--- src/rtl/uart_pkg.sv ---
// rtl/uart_pkg.sv - shared FSM state type and frame-length helpers for the FIFO-fed UART transmitter
package uart_pkg;

    typedef enum logic [1:0] {
        ST_IDLE  = 2'd0,
        ST_START = 2'd1,
        ST_DATA  = 2'd2,
        ST_STOP  = 2'd3
    } uart_state_e;

    localparam int unsigned FRAME_OVERHEAD_BITS = 2;

    function automatic int unsigned frame_bits(input int unsigned width);
        return width + FRAME_OVERHEAD_BITS;
    endfunction

    function automatic int unsigned frame_cycles(input int unsigned width,
                                                 input int unsigned clks_per_bit);
        return frame_bits(width) * clks_per_bit;
    endfunction

endpackage

--- src/rtl/fifo_uart_tx_baud_tick.sv ---
// rtl/fifo_uart_tx_baud_tick.sv - bit-period counter, tick marks the last clk of each serial bit
module baud_tick #(
    parameter int unsigned CLKS_PER_BIT = 4
) (
    input  logic clk,
    input  logic reset,
    input  logic clear,
    output logic tick
);

    localparam int unsigned CNT_W = (CLKS_PER_BIT > 1) ? $clog2(CLKS_PER_BIT) : 1;
    localparam logic [CNT_W-1:0] LAST = CNT_W'(CLKS_PER_BIT - 1);

    logic [CNT_W-1:0] cnt_q;
    logic [CNT_W-1:0] cnt_d;

    assign tick = (cnt_q == LAST);

    // Wrapping on tick makes every bit boundary a fresh count from zero.
    always_comb begin
        cnt_d = cnt_q + 1'b1;
        if (clear || tick) begin
            cnt_d = '0;
        end
    end

    always_ff @(posedge clk) begin
        if (reset) begin
            cnt_q <= '0;
        end else begin
            cnt_q <= cnt_d;
        end
    end

endmodule

--- src/rtl/fifo_uart_tx.sv ---
// rtl/fifo_uart_tx.sv - UART transmitter that pops words from an upstream FIFO and serialises 8N1-style frames
module fifo_uart_tx
    import uart_pkg::*;
#(
    parameter int unsigned WIDTH        = 8,
    parameter int unsigned CLKS_PER_BIT = 4
) (
    input  logic             clk,
    input  logic             reset,
    input  logic             en,
    input  logic             empty,
    input  logic [WIDTH-1:0] rdata,
    output logic             read,
    output logic             tx,
    output logic             busy,
    output logic             done
);

    localparam int unsigned BIT_W = $clog2(WIDTH) + 1;
    localparam logic [BIT_W-1:0] LAST_BIT = BIT_W'(WIDTH - 1);

    uart_state_e      state_q;
    uart_state_e      state_d;
    logic             tx_q;
    logic             tx_d;
    logic [WIDTH-1:0] shreg_q;
    logic [WIDTH-1:0] shreg_d;
    logic [WIDTH-1:0] shreg_shifted;
    logic [BIT_W-1:0] bit_q;
    logic [BIT_W-1:0] bit_d;
    logic             tick;
    logic             baud_clear;
    logic             frame_end;
    logic             launch;

    // Holding the counter cleared in IDLE aligns the start bit to the launch edge.
    assign baud_clear = (state_q == ST_IDLE);

    baud_tick #(
        .CLKS_PER_BIT(CLKS_PER_BIT)
    ) u_baud_tick (
        .clk   (clk),
        .reset (reset),
        .clear (baud_clear),
        .tick  (tick)
    );

    assign frame_end     = (state_q == ST_STOP) && tick;
    assign launch        = !reset && en && !empty && ((state_q == ST_IDLE) || frame_end);
    assign shreg_shifted = shreg_q >> 1;

    assign read = launch;
    assign tx   = tx_q;
    assign busy = !reset && (state_q != ST_IDLE);
    assign done = !reset && frame_end;

    always_comb begin
        state_d = state_q;
        tx_d    = tx_q;
        shreg_d = shreg_q;
        bit_d   = bit_q;
        case (state_q)
            ST_IDLE: begin
                tx_d = 1'b1;
                if (launch) begin
                    state_d = ST_START;
                    tx_d    = 1'b0;
                    shreg_d = rdata;
                    bit_d   = '0;
                end
            end
            ST_START: begin
                if (tick) begin
                    state_d = ST_DATA;
                    tx_d    = shreg_q[0];
                    bit_d   = '0;
                end
            end
            ST_DATA: begin
                if (tick) begin
                    shreg_d = shreg_shifted;
                    if (bit_q == LAST_BIT) begin
                        state_d = ST_STOP;
                        tx_d    = 1'b1;
                    end else begin
                        bit_d = bit_q + 1'b1;
                        tx_d  = shreg_shifted[0];
                    end
                end
            end
            ST_STOP: begin
                if (tick) begin
                    // Chaining straight into START keeps back-to-back frames gap-free.
                    if (launch) begin
                        state_d = ST_START;
                        tx_d    = 1'b0;
                        shreg_d = rdata;
                        bit_d   = '0;
                    end else begin
                        state_d = ST_IDLE;
                        tx_d    = 1'b1;
                    end
                end
            end
            default: begin
                state_d = ST_IDLE;
                tx_d    = 1'b1;
            end
        endcase
    end

    always_ff @(posedge clk) begin
        if (reset) begin
            state_q <= ST_IDLE;
            tx_q    <= 1'b1;
            shreg_q <= '0;
            bit_q   <= '0;
        end else begin
            state_q <= state_d;
            tx_q    <= tx_d;
            shreg_q <= shreg_d;
            bit_q   <= bit_d;
        end
    end

endmodule

--- config.mk ---
export PLATFORM = sky130hd
export DESIGN_NAME = fifo_uart_tx
export DESIGN_NICKNAME = d
export VERILOG_FILES = /design/src/rtl/uart_pkg.sv /design/src/rtl/fifo_uart_tx_baud_tick.sv /design/src/rtl/fifo_uart_tx.sv
export SDC_FILE = /design/constraint.sdc
export NUM_CORES = 1
export LEC_CHECK = 0
export CAP_MARGIN = 10
export CORE_ASPECT_RATIO = 0.8
export CORE_MARGIN = 2
export CORE_UTILIZATION = 33
export CTS_BUF_LIST = sky130_fd_sc_hd__clkbuf_16
export CTS_CLUSTER_SIZE = 12
export DETAILED_ROUTE_END_ITERATION = 16
export GPL_ROUTABILITY_DRIVEN = 0
export RECOVER_POWER = 25
export SETUP_SLACK_MARGIN = 0.15
export SYNTH_ARGS = -nofsm -noshare
export SYNTH_HDL_FRONTEND = slang
export SYNTH_HIERARCHICAL = 1
export SYNTH_SLANG_ARGS = --single-unit
--- constraint.sdc ---
create_clock -name clk -period 6 [get_ports clk]
set_input_delay 1.2 -clock clk [delete_from_list [all_inputs] [get_ports clk]]
set_output_delay 1.2 -clock clk [all_outputs]
set_load 0.01 [all_outputs]
==> reports/metrics.cfg, run 1 <==
[logic_synthesis]
synth_area_leaders = dfxtp_1 35%, ha_1 10%, mux2i_1 8.1%
syn_area_um2 = 985.9
synthTopCellsByCount = 17 x dfxtp_1, 14 x a21oi_1, 8 x a311oi_1, 8 x ha_1, 8 x mux2i_1
synth_flop_cell = dfxtp_1
yosys_warnings = 6
yosysTopAreaCell = dfxtp_1
syn-num-nets = 126
synth_seq_cells = 17
yosys.cell_count.top_type = dfxtp_1
synth_edf_count = 0
synth.distinct_cells = 35
post-synth-top-area-fraction_pct = 34.52
synthArstFlopShare_pct = 0
seq_area_frac_synth_pct = 34.52
syn_inst = 106
syn_area_per_cell_um2 = 9.301

[power]
pwr-share-seq_pct = 33.3
power_frac_comb_pct = 38.7
max-vdd-ir-drop_mv = 0.1974
power.internal_uw = 302.0
swShare_pct = 34.17
leakagePower_nw = 0.4349
power_density_mw_per_mm2 = 374.8
p_sw_uw = 156.7
p_clk_share_pct = 28.0

[sta]
hold_violations = 0
tightest_slew_ps = 1054
drv_slew = 0
rsz0062_at_grt = false
fmax_mhz = 223.3
setup_ws_ps = 1522
fin_skew_ps = 1.161
fin_crit_sh_pct = 74.64
worst_hold_slack_ps = 419.9
setup-violations-final = 0
fin_setup_tns_ps = 0
fin_crit_ps = 4478
slew_headroom_pct = 29.76

[clock_network]
cts_hold_buf = 0
post_cts_buffers = 0
cts-root-buf = clkbuf_16
cts_buffers = 3
clkSinkCount = 17
worstSkewPairLatency_ps = 240
cts_resized = 0
h-tree-depth = 1
cts_tree = done
clk_pin_slew_ps = 50
clockBufferDepth = 2

[global_routing]
grt_pass1_wl_mm = 3.484
grt_overflow = 0
antenna_found_initial = 0
grt_max_degree = 22
grt_usage_pct = 13.12
first_global_vias = 776

[die]
dieArea_mm2 = 0.003444
core_area_mm2 = 0.002808
die_y_um = 52.89
io_pins = 16
initial_core_util_pct = 35.12
die_w_um = 65.11
rows = 17

[min_path]
min-delay-start = u_baud_tick/cnt_q[0]$_SDFF_PP0_
hold_path_depth = 1
hp-class = flip-flop to flip-flop
hold_end = u_baud_tick/cnt_q[0]$_SDFF_PP0_

[critical_path]
crit_type = input port to primary output
r2r-start = state_q[0]$_SDFFE_PP0P_
r2r_end = shreg_q[6]$_SDFFE_PP0P_
end_kind = primary output
critPathBufInv = 2
r2r_cells = 6
cp_max_fo = 21
cp_cell_sequence = dlygate4sd3_1 > nor3b_1 > and2_0 > clkdlybuf4s50_1
arrival_ps = 3280
regToRegSetupSlack_ps = 3210
cp_slowest_cell = dlygate4sd3_1
worstSetupStartpointType = input port
crit_family = buffers and inverters
cpPeakStageDelay_ps = 810
crit_required_ps = 4800

[detailed_routing]
drtIter0Drc = 54
via_per_inst = 5.261
detail-route-antenna-nets = 0
vias = 826
drtPass1Iterations = 4
avgRoutedWirePerCell_um = 12.41
wl_mm = 1.948
remaining_drc_errors = 0

[flow_run]
drv_cap = 0

[final_layout]
n_fill_cell = 302
multi_input_area_um2 = 595.6
fin_cells = 157
drive_gt1_share_pct = 5.042
num_antenna_cells = 0
area_growth_pct = 24.11
seqCellArea_um2 = 340.3
layout.nets = 140
final_area_mm2 = 0.001224

[placement]
port_buffers = 15
dp_slack_ps = 1511
place_area_mm2 = 0.001151
place_inst = 153
hpwl_mm = 1.439

[status]
status = complete, no violations

-- per-layer routing --
| layer | vias up | routed length (um) | part of all wire, % | global-route usage [%] |
|---|---|---|---|---|
| met2 | 12 | 925 | 47 | 23.02 |
| met1 | 379 | 930 | 48 | 15.59 |
| met5 | - | 0 | 0 | 0 |
| li1 | 433 | - | - | - |
| met3 | 2 | 84 | 4.3 | 4.468 |
| met4 | 0 | 7 | 0.36 | 3.125 |
-- stage by stage --
step	total power, mW	utilization, %
6_report	0.4587	43.58
5_1_grt	0.4992	43.58
4_1_cts	0.4715	43.81
3_5_place_dp	0.3376	41.00
3_3_place_gp	0.3334	41.00
2_1_floorplan	0.2914	-
-- sequential cells by signal (all words and copies together), names as in the netlist --
signal / count
bit_q: 4
shreg_q: 8
state_q: 2
tx: 1
u_baud_tick/cnt_q: 2
-- worst register-to-register path, cell delays in order, from the launching register on --
cell and delay [ps]:
dfxtp_1 380, inv_1 120, ha_1 500, or2_2 410, a21oi_1 830, a21oi_1 170
a311oi_1 290
-- final cells by class --
cell class	instances	area share, %
clock inverter	1	0.3067
clock buffer	3	6.135
tap	38	3.885
sequential	17	27.81
multi-input combinational	80	48.67
timing repair buffer	15	12.27
inverter	3	0.9202
-- cells in the final DEF, fill, tap and decap left out, types with 2 or more instances in the layout --
cell type,count
a21o_1,2
dlygate4sd3_1,2
nand4b_1,3
nand2_1,4
mux2i_1,8
nor2b_1,2
nand3b_1,2
clkbuf_16,3
o21ai_0,3
a311oi_1,8
nand2b_1,2
clkdlybuf4s50_1,13
dfxtp_1,17
o31ai_1,2
ha_1,8
a21oi_1,14
a211oi_1,2
inv_1,4
nor2_1,5
-- power by group through the flow --
| stage | registers (mW) | clock network [mW] | logic, mW |
|---|---|---|---|
| after floorplan | 0.153 | 0 | 0.139 |
| after global placement | 0.154 | 0 | 0.179 |
| after detailed placement | 0.155 | 0 | 0.182 |
| after CTS | 0.153 | 0.136 | 0.183 |
| after global routing | 0.157 | 0.143 | 0.200 |
| final | 0.153 | 0.128 | 0.177 |
-- kinds of logic after synthesis --
group	Yosys count	share of synthesized area, %
AOI/OAI and AO/OA	36	24.62
and+or+nand+nor	28	18.15
DFF	17	34.52
buffers and inverters	9	4.441
muxes	8	8.122
adders and majority gates	8	10.15
-- worst max-delay path by stage --
stage,slack (ps),start,end,cells after the start
final,1520,reset,read,4
after global routing,1330,reset,read,4
after CTS,1500,reset,read,4
after detailed placement,1510,reset,read,4
after global placement,1530,reset,read,4
after floorplan,2970,reset,read,3
No activity file was read; power rests on OpenSTA's default activity.
==> run 2: changes to the inputs <==
clock period = 4.09 ns   (was 6 ns; I/O delays follow)
==> reports/metrics.cfg, run 2 (synthesized netlist as in run 1, its figures left out) <==
[final_layout]
num_antenna_cells = 0  ; unchanged
drive_gt1_share_pct = 5.785  ; +0.74 points
reg_top3 = shreg_q: 8 flops, bit_q: 4 flops
regMostFlops = shreg_q
largest_reg_flops = 8  ; unchanged
final_cell_mix = 17 x dfxtp_1, 14 x a21oi_1, 13 x clkdlybuf4s50_1
area_growth_pct = 25.25
final_common_cell = dfxtp_1
layout.nets = 142  ; +1.4%
post-route-util_pct = 43.98  ; +0.40 points

[die]
dieArea_mm2 = 0.003444  ; unchanged
core_area_mm2 = 0.002808  ; unchanged
io_pins = 16  ; unchanged
die_w_um = 65.11  ; unchanged
rows = 17  ; unchanged
initial_core_util_pct = 35.12  ; unchanged
die_y_um = 52.89  ; unchanged

[power]
max-vdd-ir-drop_mv = 0.2160  ; +9.5%
leakagePower_nw = 0.4418  ; +1.6%
power.total_uw = 693.7  ; +51%
power_density_mw_per_mm2 = 561.7  ; +50%

[min_path]
min-delay-start = u_baud_tick/cnt_q[0]$_SDFF_PP0_
hp-class = flip-flop to flip-flop
hold_end = u_baud_tick/cnt_q[0]$_SDFF_PP0_
hold_path_depth = 1  ; unchanged

[clock_network]
post_cts_buffers = 0  ; unchanged
cts_tree = done
worstSkewPairLatency_ps = 250  ; about the same
clk_pin_slew_ps = 50  ; about the same
cts-root-buf = clkbuf_16
clkSinkCount = 17  ; unchanged
cts_hold_buf = 0  ; unchanged
h-tree-depth = 1  ; unchanged
clockBufferDepth = 2  ; unchanged
cts_buffers = 3  ; unchanged
cts_resized = 0  ; unchanged

[placement]
hpwl_mm = 1.570  ; +9.1%
dp_slack_ps = 881.5  ; -629.4 ps
port_buffers = 15  ; unchanged

[critical_path]
regToRegSetupSlack_ps = 1670  ; -1540 ps
r2r-start = state_q[0]$_SDFFE_PP0P_
r2r_cells = 6  ; unchanged
crit_family = buffers and inverters
end_kind = primary output
crit_start = reset
crit_type = input port to primary output
cp_slowest_cell = clkbuf_1
cpPeakStageDelay_ps = 680  ; -130 ps
cp_cell_sequence = dlygate4sd3_1 > clkbuf_1 > nor2_1 > clkdlybuf4s50_1
r2r_end = state_q[0]$_SDFFE_PP0P_
arrival_ps = 2690  ; -590 ps
crit_required_ps = 3270  ; -1530 ps
critPathBufInv = 3  ; +1
cp_max_fo = 20  ; -4.8%
worstSetupStartpointType = input port

[sta]
worst_hold_slack_ps = 439.2  ; +19.34 ps
fin_skew_ps = 2.169  ; +1.008 ps
fin_setup_tns_ps = 0  ; unchanged
tightest_slew_ps = 888.1  ; -165.5 ps
fin_crit_sh_pct = 85.68
slew_headroom_pct = 40.79  ; +11 points
rsz0062_at_grt = false
setup-violations-final = 0  ; unchanged
hold_violations = 0  ; unchanged
setup_ws_ps = 585.8  ; -935.8 ps
fin_crit_ps = 3504
drv_slew = 0  ; unchanged
fmax_mhz = 285.4

[global_routing]
busiest_layer = met2
grt_pass1_wl_mm = 3.732  ; +7.1%
grtUsageMet1_pct = 17.37  ; +1.8 points
antenna_found_initial = 0  ; unchanged
use_met2_pct = 25.26  ; +2.2 points
grt_max_degree = 21  ; -4.5%
grt_overflow = 0  ; unchanged
first_global_vias = 818  ; +5.4%
grt_usage_pct = 14.50  ; +1.4 points
gr-usage-met3_pct = 5.106  ; +0.64 points

[detailed_routing]
drtPass1Iterations = 4  ; unchanged
avgRoutedWirePerCell_um = 14.03  ; +13%
vias = 834  ; +0.97%
via_per_inst = 5.245  ; -0.30%
wl_mm = 2.230  ; +14%
remaining_drc_errors = 0  ; unchanged
drtIter0Drc = 39  ; -28%
detail-route-antenna-nets = 0  ; unchanged

[status]
status = complete, no violations

[flow_run]
drv_cap = 0  ; unchanged

[run 2: metrics by stage]
stage,cells,cell area (um^2)
finish,159,1235
global route,159,1235
CTS,159,1245
detailed placement,155,1166
global placement,155,1166
floorplan,106,985.9
[run 2: cell type report]
| class | count | area (um^2) |
|---|---|---|
| sequential | 17 | 340.3 |
| multi-input combinational | 80 | 595.6 |
| clock buffer | 3 | 75.07 |
| inverter | 3 | 11.26 |
| clock inverter | 1 | 3.754 |
| fill | 288 | 1573 |
| tap | 38 | 47.55 |
| timing repair buffer | 17 | 161.4 |
[run 2: worst max path at each step]
| stage | end | slack [ps] | cells after the start |
|---|---|---|---|
| detailed placement | read | 880 | 4 |
| global route | busy | 470 | 4 |
| global placement | read | 900 | 4 |
| CTS | read | 870 | 4 |
| finish | busy | 590 | 4 |
| floorplan | read | 1830 | 3 |
[run 2: per-layer routing]
layer | wire, um | up-vias
met5 | 0 | -
met4 | 19 | 0
met3 | 86 | 4
met2 | 1014 | 13
met1 | 1110 | 378
li1 | - | 439
[run 2: power by group]
group	switching [mW]	total, mW	internal (mW)
combinational	0.154	0.275	0.121
sequential	0.0235	0.225	0.201
clock	0.0641	0.194	0.130
total	0.242	0.694	0.452
[run 2: worst register-to-register path: cells and delay by family, from the launching register on]
kind	cells	cell delay (ps)
AND/OR/NAND/NOR	1	460
flip-flops	1	400
AO/OA/AOI/OAI	3	810
adder cells (fa/ha/maj)	1	520
buffers and inverters	1	130
